`config.mk`:
```
export PLATFORM = sky130hd
export DESIGN_NAME = fixed_point_product_accumulator_flat
export DESIGN_NICKNAME = d
export VERILOG_FILES = /design/src/rtl/fixed_point_product_accumulator_if.sv /design/src/rtl/fixed_point_product_accumulator.sv /design/src/flat_wrapper.sv
export SDC_FILE = /design/constraint.sdc
export NUM_CORES = 1
export LEC_CHECK = 0
export ABC_CLOCK_PERIOD_IN_PS = 3100
export BUFFER_PORTS_ARGS = -buffer_cell sky130_fd_sc_hd__buf_2
export CAP_MARGIN = 0
export CORE_MARGIN = 3
export CORE_UTILIZATION = 45
export DETAILED_ROUTE_END_ITERATION = 7
export GPL_TIMING_DRIVEN = 0
export PLACE_DENSITY = 0.79
export SYNTH_ARGS = -nofsm -noshare
export SYNTH_HDL_FRONTEND = slang
export SYNTH_SLANG_ARGS = --single-unit
```
`constraint.sdc`:
```
create_clock -name clk -period 3.1 [get_ports clk]
set_input_delay 0.31 -clock clk [delete_from_list [all_inputs] [get_ports clk]]
set_output_delay 0.31 -clock clk [all_outputs]
set_load 0.1 [all_outputs]
```
`src/rtl/fixed_point_product_accumulator_if.sv`:
```
// Bundle between the multiplier array, the product accumulator and the writeback stage.
// The master drives jobs and products and accepts results; the slave is the accumulator.
interface fixed_point_product_accumulator_if #(
    parameter int NUM_INSTANCES = 32,
    parameter int WIDTH         = 14,
    parameter int LEN_W         = 8
);
    logic                           start;
    logic [LEN_W-1:0]               acc_len;
    logic                           data_valid;
    logic [NUM_INSTANCES*WIDTH-1:0] Mul_result;
    logic [WIDTH-1:0]               acc_result;
    logic                           acc_valid;
    logic                           acc_ready;
    logic                           sat;
    logic                           busy;
    logic                           overrun;

    modport master (
        output start, acc_len, data_valid, Mul_result, acc_ready,
        input  acc_result, acc_valid, sat, busy, overrun
    );

    modport slave (
        input  start, acc_len, data_valid, Mul_result, acc_ready,
        output acc_result, acc_valid, sat, busy, overrun
    );
endinterface

```
`src/rtl/fixed_point_product_accumulator.sv`:
```
// Sums all lanes of each product beat, accumulates a job of acc_len beats at full
// precision, and presents one saturated result per job on a valid/ready output.
module fixed_point_product_accumulator #(
    parameter int NUM_INSTANCES = 32,
    parameter int WIDTH         = 14,
    parameter int FRAC_BITS     = 7,
    parameter int LEN_W         = 8
) (
    input logic                              clk,
    input logic                              rst,
    fixed_point_product_accumulator_if.slave bus
);
    localparam int SUM_W = WIDTH + $clog2(NUM_INSTANCES);
    localparam int ACC_W = SUM_W + LEN_W;

    localparam logic signed [ACC_W:0] SAT_MAX = (ACC_W+1)'((1 << (WIDTH-1)) - 1);
    localparam logic signed [ACC_W:0] SAT_MIN = (ACC_W+1)'(-(1 << (WIDTH-1)));

    // The binary point never moves through this block, so FRAC_BITS only has to be sane.
    generate
        if (FRAC_BITS < 0 || FRAC_BITS >= WIDTH) begin : g_frac_bits_out_of_range
        end
    endgenerate

    typedef enum logic [1:0] {
        ST_IDLE,
        ST_RUN,
        ST_LAST
    } state_t;

    state_t state_reg, state_next;

    logic [LEN_W-1:0]        len_reg;
    logic [LEN_W-1:0]        beat_cnt_reg;
    logic signed [SUM_W-1:0] sum_r_reg;
    logic                    sum_v_reg;
    logic signed [ACC_W-1:0] acc_reg;
    logic [WIDTH-1:0]        acc_result_reg;
    logic                    acc_valid_reg;
    logic                    sat_reg;
    logic                    overrun_reg;

    logic                    job_start;
    logic                    beat_accept;
    logic                    job_done;

    logic signed [SUM_W-1:0] lane_ext [NUM_INSTANCES];
    logic signed [SUM_W-1:0] lane_sum;
    logic signed [ACC_W:0]   final_sum;
    logic [WIDTH-1:0]        sat_value;
    logic                    sat_flag;

    // Sign-extend every lane to the full lane-sum width before adding.
    generate
        for (genvar gi = 0; gi < NUM_INSTANCES; gi++) begin : g_lane
            assign lane_ext[gi] = SUM_W'($signed(bus.Mul_result[gi*WIDTH +: WIDTH]));
        end
    endgenerate

    always_comb begin
        lane_sum = '0;
        for (int i = 0; i < NUM_INSTANCES; i++) begin
            lane_sum = lane_sum + lane_ext[i];
        end
    end

    always_ff @(posedge clk or negedge rst) begin
        if (!rst) begin
            state_reg <= ST_IDLE;
        end else begin
            state_reg <= state_next;
        end
    end

    always_comb begin
        state_next  = state_reg;
        job_start   = 1'b0;
        beat_accept = 1'b0;
        job_done    = 1'b0;
        case (state_reg)
            ST_IDLE: begin
                if (bus.start) begin
                    job_start  = 1'b1;
                    state_next = ST_RUN;
                end
            end
            ST_RUN: begin
                if (bus.data_valid) begin
                    beat_accept = 1'b1;
                    if (beat_cnt_reg + LEN_W'(1) == len_reg) begin
                        state_next = ST_LAST;
                    end
                end
            end
            ST_LAST: begin
                // The final beat's lane sum sits in sum_r during this cycle.
                job_done   = 1'b1;
                state_next = ST_IDLE;
            end
            default: begin
                state_next = ST_IDLE;
            end
        endcase
    end

    assign final_sum = (ACC_W+1)'(acc_reg) + (ACC_W+1)'(sum_r_reg);

    always_comb begin
        sat_value = final_sum[WIDTH-1:0];
        sat_flag  = 1'b0;
        if (final_sum > SAT_MAX) begin
            sat_value = SAT_MAX[WIDTH-1:0];
            sat_flag  = 1'b1;
        end else if (final_sum < SAT_MIN) begin
            sat_value = SAT_MIN[WIDTH-1:0];
            sat_flag  = 1'b1;
        end
    end

    always_ff @(posedge clk or negedge rst) begin
        if (!rst) begin
            len_reg      <= '0;
            beat_cnt_reg <= '0;
            sum_r_reg    <= '0;
            sum_v_reg    <= 1'b0;
            acc_reg      <= '0;
        end else begin
            sum_v_reg <= beat_accept;
            if (beat_accept) begin
                sum_r_reg    <= lane_sum;
                beat_cnt_reg <= beat_cnt_reg + LEN_W'(1);
            end
            if (job_start) begin
                len_reg      <= (bus.acc_len == '0) ? LEN_W'(1) : bus.acc_len;
                beat_cnt_reg <= '0;
                acc_reg      <= '0;
            end else if (job_done) begin
                acc_reg <= '0;
            end else if (sum_v_reg) begin
                acc_reg <= acc_reg + ACC_W'(sum_r_reg);
            end
        end
    end

    // A finishing job only overwrites the output when the old result leaves this edge.
    always_ff @(posedge clk or negedge rst) begin
        if (!rst) begin
            acc_result_reg <= '0;
            acc_valid_reg  <= 1'b0;
            sat_reg        <= 1'b0;
            overrun_reg    <= 1'b0;
        end else begin
            if (job_start) begin
                overrun_reg <= 1'b0;
            end
            if (job_done) begin
                if (acc_valid_reg && !bus.acc_ready) begin
                    overrun_reg <= 1'b1;
                end else begin
                    acc_result_reg <= sat_value;
                    sat_reg        <= sat_flag;
                    acc_valid_reg  <= 1'b1;
                end
            end else if (acc_valid_reg && bus.acc_ready) begin
                acc_valid_reg <= 1'b0;
            end
        end
    end

    assign bus.acc_result = acc_result_reg;
    assign bus.acc_valid  = acc_valid_reg;
    assign bus.sat        = sat_reg;
    assign bus.overrun    = overrun_reg;
    assign bus.busy       = (state_reg == ST_RUN) || (state_reg == ST_LAST);

endmodule

```
`src/flat_wrapper.sv`:
```
// flat-port wrapper written by rule: the top's interface ports become plain ports
module fixed_point_product_accumulator_flat 
#(
    parameter int NUM_INSTANCES = 32,
    parameter int WIDTH         = 14,
    parameter int FRAC_BITS     = 7,
    parameter int LEN_W         = 8
)
  (clk, rst, bus_start, bus_acc_len, bus_data_valid, bus_Mul_result, bus_acc_ready, bus_acc_result, bus_acc_valid, bus_sat, bus_busy, bus_overrun);
  fixed_point_product_accumulator_if #(.NUM_INSTANCES(NUM_INSTANCES), .WIDTH(WIDTH), .LEN_W(LEN_W)) bus_i ();
  input logic clk;
  input logic rst;
  input wire logic [$bits(bus_i.start)-1:0] bus_start;
  input wire logic [$bits(bus_i.acc_len)-1:0] bus_acc_len;
  input wire logic [$bits(bus_i.data_valid)-1:0] bus_data_valid;
  input wire logic [$bits(bus_i.Mul_result)-1:0] bus_Mul_result;
  input wire logic [$bits(bus_i.acc_ready)-1:0] bus_acc_ready;
  output wire logic [$bits(bus_i.acc_result)-1:0] bus_acc_result;
  output wire logic [$bits(bus_i.acc_valid)-1:0] bus_acc_valid;
  output wire logic [$bits(bus_i.sat)-1:0] bus_sat;
  output wire logic [$bits(bus_i.busy)-1:0] bus_busy;
  output wire logic [$bits(bus_i.overrun)-1:0] bus_overrun;
  assign bus_i.start = bus_start;
  assign bus_i.acc_len = bus_acc_len;
  assign bus_i.data_valid = bus_data_valid;
  assign bus_i.Mul_result = bus_Mul_result;
  assign bus_i.acc_ready = bus_acc_ready;
  assign bus_acc_result = bus_i.acc_result;
  assign bus_acc_valid = bus_i.acc_valid;
  assign bus_sat = bus_i.sat;
  assign bus_busy = bus_i.busy;
  assign bus_overrun = bus_i.overrun;
  fixed_point_product_accumulator #(.NUM_INSTANCES(NUM_INSTANCES), .WIDTH(WIDTH), .FRAC_BITS(FRAC_BITS), .LEN_W(LEN_W)) u_core (.clk(clk), .rst(rst), .bus(bus_i));
endmodule
```
==> results of run 1 <==
[cells in the final DEF (no fill, tap or decap), types with 4 or more instances in the layout]
master / instances
a21oi_1: 36
o22ai_1: 12
a21o_1: 13
fa_1: 423
and3_1: 6
xor2_1: 26
inv_1: 631
nor2_1: 53
o21ai_2: 6
buf_4: 19
clkbuf_16: 9
dfrtp_1: 82
nand3_1: 20
nor4_1: 5
o211ai_1: 12
a311oi_1: 4
ha_4: 11
o21ai_0: 37
ha_1: 69
buf_6: 5
inv_8: 4
nand4_1: 5
o21ai_1: 18
a2111oi_0: 4
clkbuf_1: 19
fa_2: 5
nor3_2: 4
or3_1: 4
inv_2: 25
o21a_1: 4
nand2b_1: 7
and2_1: 5
buf_2: 473
a21oi_2: 9
nor2b_1: 5
nor3_1: 18
xnor2_1: 35
a22o_1: 20
nand2_1: 93
[what timing repair did]
item	4_1_cts	5_1_grt
setup endpoints to repair	32	35
pin swaps	38	20
hold endpoints to repair	37	0
gates cloned	0	0
buffers inserted	16	2
gates resized for setup	34	27
hold buffers	1	0
[cell type report]
class,instances,area share [%]
well taps,511,2.99
plain buffers,22,0.428
clock buffers,9,1.05
multi-input cells,1043,61.9
diodes,1,0.0117
flip-flops and latches,82,9.60
clock inverters,7,0.316
repair buffers,498,12.1
inverters,657,11.6
[metrics by stage]
| step | worst slack [ns] | utilization (%) | cells |
|---|---|---|---|
| 6_report | -4.44 | 56.3 | 2830 |
| 5_1_grt | -4.76 | 56.3 | 2830 |
| 4_1_cts | -4.53 | 56.1 | 2827 |
| 3_5_place_dp | -5.23 | 54.6 | 2796 |
| 3_3_place_gp | -5.11 | 54.5 | 2795 |
| 2_1_floorplan | -4.03 | - | 1806 |
[worst reg2reg max path, stage by stage (launching register included)]
cell and delay, ns:
dfrtp_1 0.40, ha_1 0.24, fa_2 0.38, a211oi_2 0.26
o211ai_2 0.18, or4b_4 0.27, a2111oi_2 0.06, a311oi_1 0.51
o2111ai_1 0.20, nor4_1 0.28, nand4_1 0.26, o21ai_2 0.19
buf_6 0.18, o22ai_1 0.10
[worst max path at each step]
stage | startpoint | endpoint | slack [ns] | depth (start not counted)
global placement | bus_Mul_result[1] | u_core.sum_r_reg[18]$_DFFE_PN0P_ | -5.11 | 34
floorplan | bus_Mul_result[1] | u_core.sum_r_reg[18]$_DFFE_PN0P_ | -4.03 | 33
finish | bus_Mul_result[15] | u_core.sum_r_reg[18]$_DFFE_PN0P_ | -4.44 | 34
CTS | bus_Mul_result[15] | u_core.sum_r_reg[18]$_DFFE_PN0P_ | -4.53 | 34
global route | bus_Mul_result[15] | u_core.sum_r_reg[18]$_DFFE_PN0P_ | -4.76 | 34
detailed placement | bus_Mul_result[1] | u_core.sum_r_reg[18]$_DFFE_PN0P_ | -5.23 | 34
[logic make-up after synthesis]
family | after synthesis | share of synthesized area, %
AO/OA/AOI/OAI | 220 | 8.37
XOR/XNOR | 64 | 3.22
adder cells (fa/ha/maj) | 508 | 55.0
buffers and inverters | 681 | 14.7
flip-flops | 82 | 11.8
multiplexers | 4 | 0.244
AND/OR/NAND/NOR | 247 | 6.73
[routing by layer]
metal | global-route usage, % | routed length [um] | up-vias
met4 | 4.23 | 789 | 4
li1 | - | - | 6305
met2 | 44.0 | 25800 | 411
met5 | 0 | 23 | -
met3 | 2.07 | 1900 | 44
met1 | 29.9 | 19000 | 6604
==> metrics, run 1 <==
first-pass GRT wire length=76,200 um; Synth Instances=roughly 1,800; Post-synth top cells=657 x inv_1, 428 x fa_1, 94 x nand2_1, 82 x dfrtp_1, 80 x ha_1; Yosys cell types=around 70; H-tree Lvls=3; port buffer count=approximately 480; clock skew=0.00670 ns; CP Class=in -> reg; Synth area leader=fa_1; RSZ-0062 raised after global routing=true; slowest CP cell=fa_1; GR Util All Layers=23.5%; # DRC=0; initial core utilization=between 40% and 50%; HP Class=in -> reg; Final period util=243%; Reg-to-Reg End=u_core.bus.acc_result[10]$_DFFE_PN0P_; clock-pin slew on the worst setup and hold paths=~0.07 ns; Ports=479; Top Family by Delay on Critical Path=adder cells; die span in y=a little over 200 um; CTS tree=done; Layout Area Growth over Synthesis=22.7%; Core Region=37,900 um2; WP data required=~3.3 ns; failing checks=negative setup slack; register area share after synthesis=a little under an eighth; GRT overflow=0; die width=a little over 200 um; cell with the most instances after synthesis=inv_1; Post-DRT Antenna Nets=0; Critical Path Start Type=input port; max cap viols=0; Yosys top cell area share=just under 50%; total CTS buffers=9; R2R depth=13; Placement Cell Area=about 21,000 um2; Clk Latency, worst-skew pair=between 0.3 and 0.4 ns; Max Freq=~130 MHz; Synth Warn #=0; Final nets=about 3,300; clock root cell=clkbuf_16; Synth Cell Area=about 17,000 um2; fillcell total=about 3,400; ranking of synthesized cells by area=fa_1 49%, inv_1 14%, dfrtp_1 12%; endpoints failing hold=0; Cell Rows=between 70 and 80; Post-Route WL=around 47,000 um; WL per Instance=16.8 um; top_reg_cell synth=dfrtp_1; pin count of the biggest net entering global routing=46; Sequential Area=approximately 2100 um2; drt pass-1 iters=5; Post-synth EDFFs=0; Max Slew Vio Count=0; Final Instance Area=around 21,000 um2; post-synthesis area per instance=9.64 um2; peak fanout along the critical path=4; syn_nets=between 2,000 and 3,000; Via density=~4.7; reg2reg start=u_core.sum_r_reg[0]$_DFFE_PN0P_; r2r setup slk=-0.54 ns; setup ws final=-4.44 ns; 1st-iter DRT viols=slightly below 500; Clock Tree Buf Depth=2; layout cells sized above 1=a little over a quarter; Largest register FFs=27; area taken by multi-input logic gates=13,200 um2; Final setup viols=32; worst-margin pin slew=~0.77 ns; Final min period=7.54 ns; vias in the first global route=15,100; hold slack=about 0.17 ns; hpwl dp=44,000 um; ys async rst share=100%; routability cong.=about 0.97; hold endpoint=u_core.len_reg[6]$_DFFE_PN0P_; vias=between 10,000 and 15,000; Worst EP arrival=approximately 7.8 ns; final setup TNS=-69.26 ns; Most Frequent Cell on Critical Path=fa_1; clk sink count=82; die footprint=around 41,000 um2; initial antenna violation count=3; CP Buf/Inv Count=8; synthesized flop and latch total=82; Hold Crit Start=bus_acc_len[6]; status=finished with violations; Crit. End Element=flip-flop; Worst Hold Path Cells=3; Slew Limit Headroom=roughly half; max incr delay on CP=between 0.5 and 0.6 ns
Power of run 1 is not shown: default switching activity piles up to over one toggle a cycle in this logic, so the estimate is an artifact.
==> run 2, diff against run 1 <==
Settings changed: REMOVE_ABC_BUFFERS from default to 1.
==> metrics, run 2 (synthesis gave the netlist of run 1 again) <==
status=finished with violations; failing checks=negative setup slack; CP Launch Point=bus_Mul_result[29]; RSZ-0062 raised after global routing=true; initial core utilization=45.9% (unchanged); clk sink count=82 (unchanged); Worst EP arrival=7.71 ns (-0.06 ns); Post-Route WL=48,400 um (+1.9%); die footprint=41,100 um2 (unchanged); GRT met2 Usage=44.3% (+0.31 points); vias=13,500 (+1.3%); die width=203 um (unchanged); Crit. End Element=flip-flop; CP Class=in -> reg; Max Slew Vio Count=0 (unchanged); routability cong.=0.993 (+2.3%); WP data required=3.32 ns (about the same); initial antenna violation count=5 (+2); r2r setup slk=-0.27 ns (+0.27 ns); Final setup viols=32 (unchanged); Core Region=37,900 um2 (unchanged); Max Freq=134 MHz (+0.68%); Cell Rows=71 (unchanged); drt pass-1 iters=5 (unchanged); CP Depth=34 (unchanged); Largest register FFs=27 (unchanged); Layout Area Growth over Synthesis=25.9%; max incr delay on CP=0.54 ns (about the same); setup ws final=-4.39 ns (+0.0506 ns); met1 Resource Use GR=29.8% (-0.13 points); R2R depth=13 (unchanged); commonest non-fill, non-tap cells in the layout=633 x inv_1, 470 x buf_2, 423 x fa_1; pin count of the biggest net entering global routing=72 (+57%); Placed Cells=2,773 (-0.82%); most common cell after layout, fill and taps aside=inv_1; worst-margin pin slew=1.02 ns (+0.247 ns); final instance count without filler cells=2,847 (+0.60%); met3 usage=2.37% (+0.30 points); layout cells sized above 1=29.4% (+2.9 points); clock skew=0.00892 ns (+0.00223 ns); port buffer count=478 (unchanged); GR Util All Layers=23.8% (+0.34 points); Critical Path Start Type=input port; HP Class=in -> reg; Slew Limit Headroom=31.6% (-17 points); vias in the first global route=15,200 (+1.2%); Reg-to-Reg End=u_core.bus.acc_result[6]$_DFFE_PN0P_; die span in y=203 um (unchanged); fillcell total=3,273 (-2.6%); total CTS buffers=9 (unchanged); 1st-iter DRT viols=691 (+41%); GRT overflow=0 (unchanged); clock root cell=clkbuf_16; Clock Tree Buf Depth=2 (unchanged); CTS tree=done; peak fanout along the critical path=3 (-1); CP Buf/Inv Count=8 (unchanged); Most Frequent Cell on Critical Path=fa_1; Final min period=7.49 ns (-0.0506 ns); # DRC=0 (unchanged); clock-pin slew on the worst setup and hold paths=0.06 ns (about the same); Ports=479 (unchanged); slowest CP cell=fa_1; first-pass GRT wire length=77,400 um (+1.6%); Worst Hold Path Cells=3 (unchanged); Top Family by Delay on Critical Path=adder cells; Final period util=242% (-1.6 points); Final nets=3,297 (+0.46%); H-tree Lvls=3 (unchanged); Post-DRT Antenna Nets=0 (unchanged); reg2reg start=u_core.sum_r_reg[0]$_DFFE_PN0P_; Clk Latency, worst-skew pair=0.34 ns (about the same); WL per Instance=17.0 um (+1.3%); max cap viols=0 (unchanged); Layout Utilization=57.8% (+1.5 points); Via density=4.76 (+0.74%); hpwl dp=43,400 um (-1.4%); most used routing layer=met2; Critical Path End=u_core.sum_r_reg[18]$_DFFE_PN0P_; endpoints failing hold=0 (unchanged)
[run 2: changes by cell type in the layout (fill, tap and decap cells not counted), moves of 14 or more]
cell | before | now
o21ai_1 | 18 | 3
buf_4 | 19 | 50
o21ai_0 | 37 | 52
ha_1 | 69 | 55
clkbuf_1 | 19 | 0
[run 2: worst reg2reg max path, stage by stage, from the launching register on]
cell,delay (ns)
dfrtp_1,0.36
ha_2,0.21
fa_2,0.24
a211oi_4,0.08
o211ai_2,0.25
or4b_4,0.54
a2111oi_4,0.34
a311oi_2,0.12
nor4_1,0.26
nand4_1,0.21
nor4_4,0.29
buf_6,0.17
nand2_1,0.06
a21oi_1,0.17
[run 2: cell type report]
class	instances	area [um2]	share of cell area, %
Antenna cell	3	7.51	0.0342
Clock buffer	11	253	1.15
Clock inverter	5	61.3	0.280
Inverter	657	2470	11.2
Multi-Input combinational cell	1044	13500	61.8
Sequential cell	82	2050	9.37
Tap cell	511	639	2.92
Timing Repair Buffer	534	2900	13.2
[run 2: metal layers]
layer	part of all wire (%)	up-vias
met5	0.045	-
met4	2.9	4
met3	4.2	69
met2	54	415
met1	39	6730
li1	-	6330
[run 2: worst min path at each step]
| stage | slack (ns) | to | startpoint |
|---|---|---|---|
| 2_1_floorplan | 0.01 | u_core.acc_reg[0]$_DFFE_PN0P_ | rst |
| 3_3_place_gp | 0.46 | u_core.bus.overrun$_DFF_PN0_ | u_core.bus.overrun$_DFF_PN0_ |
| 3_5_place_dp | 0.17 | u_core.beat_cnt_reg[5]$_DFFE_PN0P_ | rst |
| 4_1_cts | 0.16 | u_core.len_reg[4]$_DFFE_PN0P_ | bus_acc_len[4] |
| 5_1_grt | 0.18 | u_core.len_reg[6]$_DFFE_PN0P_ | bus_acc_len[6] |
| 6_report | 0.17 | u_core.len_reg[4]$_DFFE_PN0P_ | bus_acc_len[4] |
[run 2: metrics by stage]
stage               area, um2  worst slack, ns  setup TNS (ns)  hold WS, ns
floorplan               17300            -4.70          -61.83       0.0144
global placement        20400            -6.01         -108.02        0.463
detailed placement      20400            -6.18          -87.24        0.166
CTS                     21600            -4.46          -62.76        0.165
global route            21900            -4.71          -70.84        0.179
finish                  21900            -4.39          -63.80        0.174
[run 2: what timing repair did]
action / in CTS / in global routing
gates resized for setup: 108 / 54
hold endpoints to repair: 11 / 0
pin swaps: 83 / 59
buffers inserted: 44 / 10
gates cloned: 1 / 0
hold buffers: 1 / 0
endpoints found under the setup margin: 32 / 37
Power of run 2 is left out for the same reason.
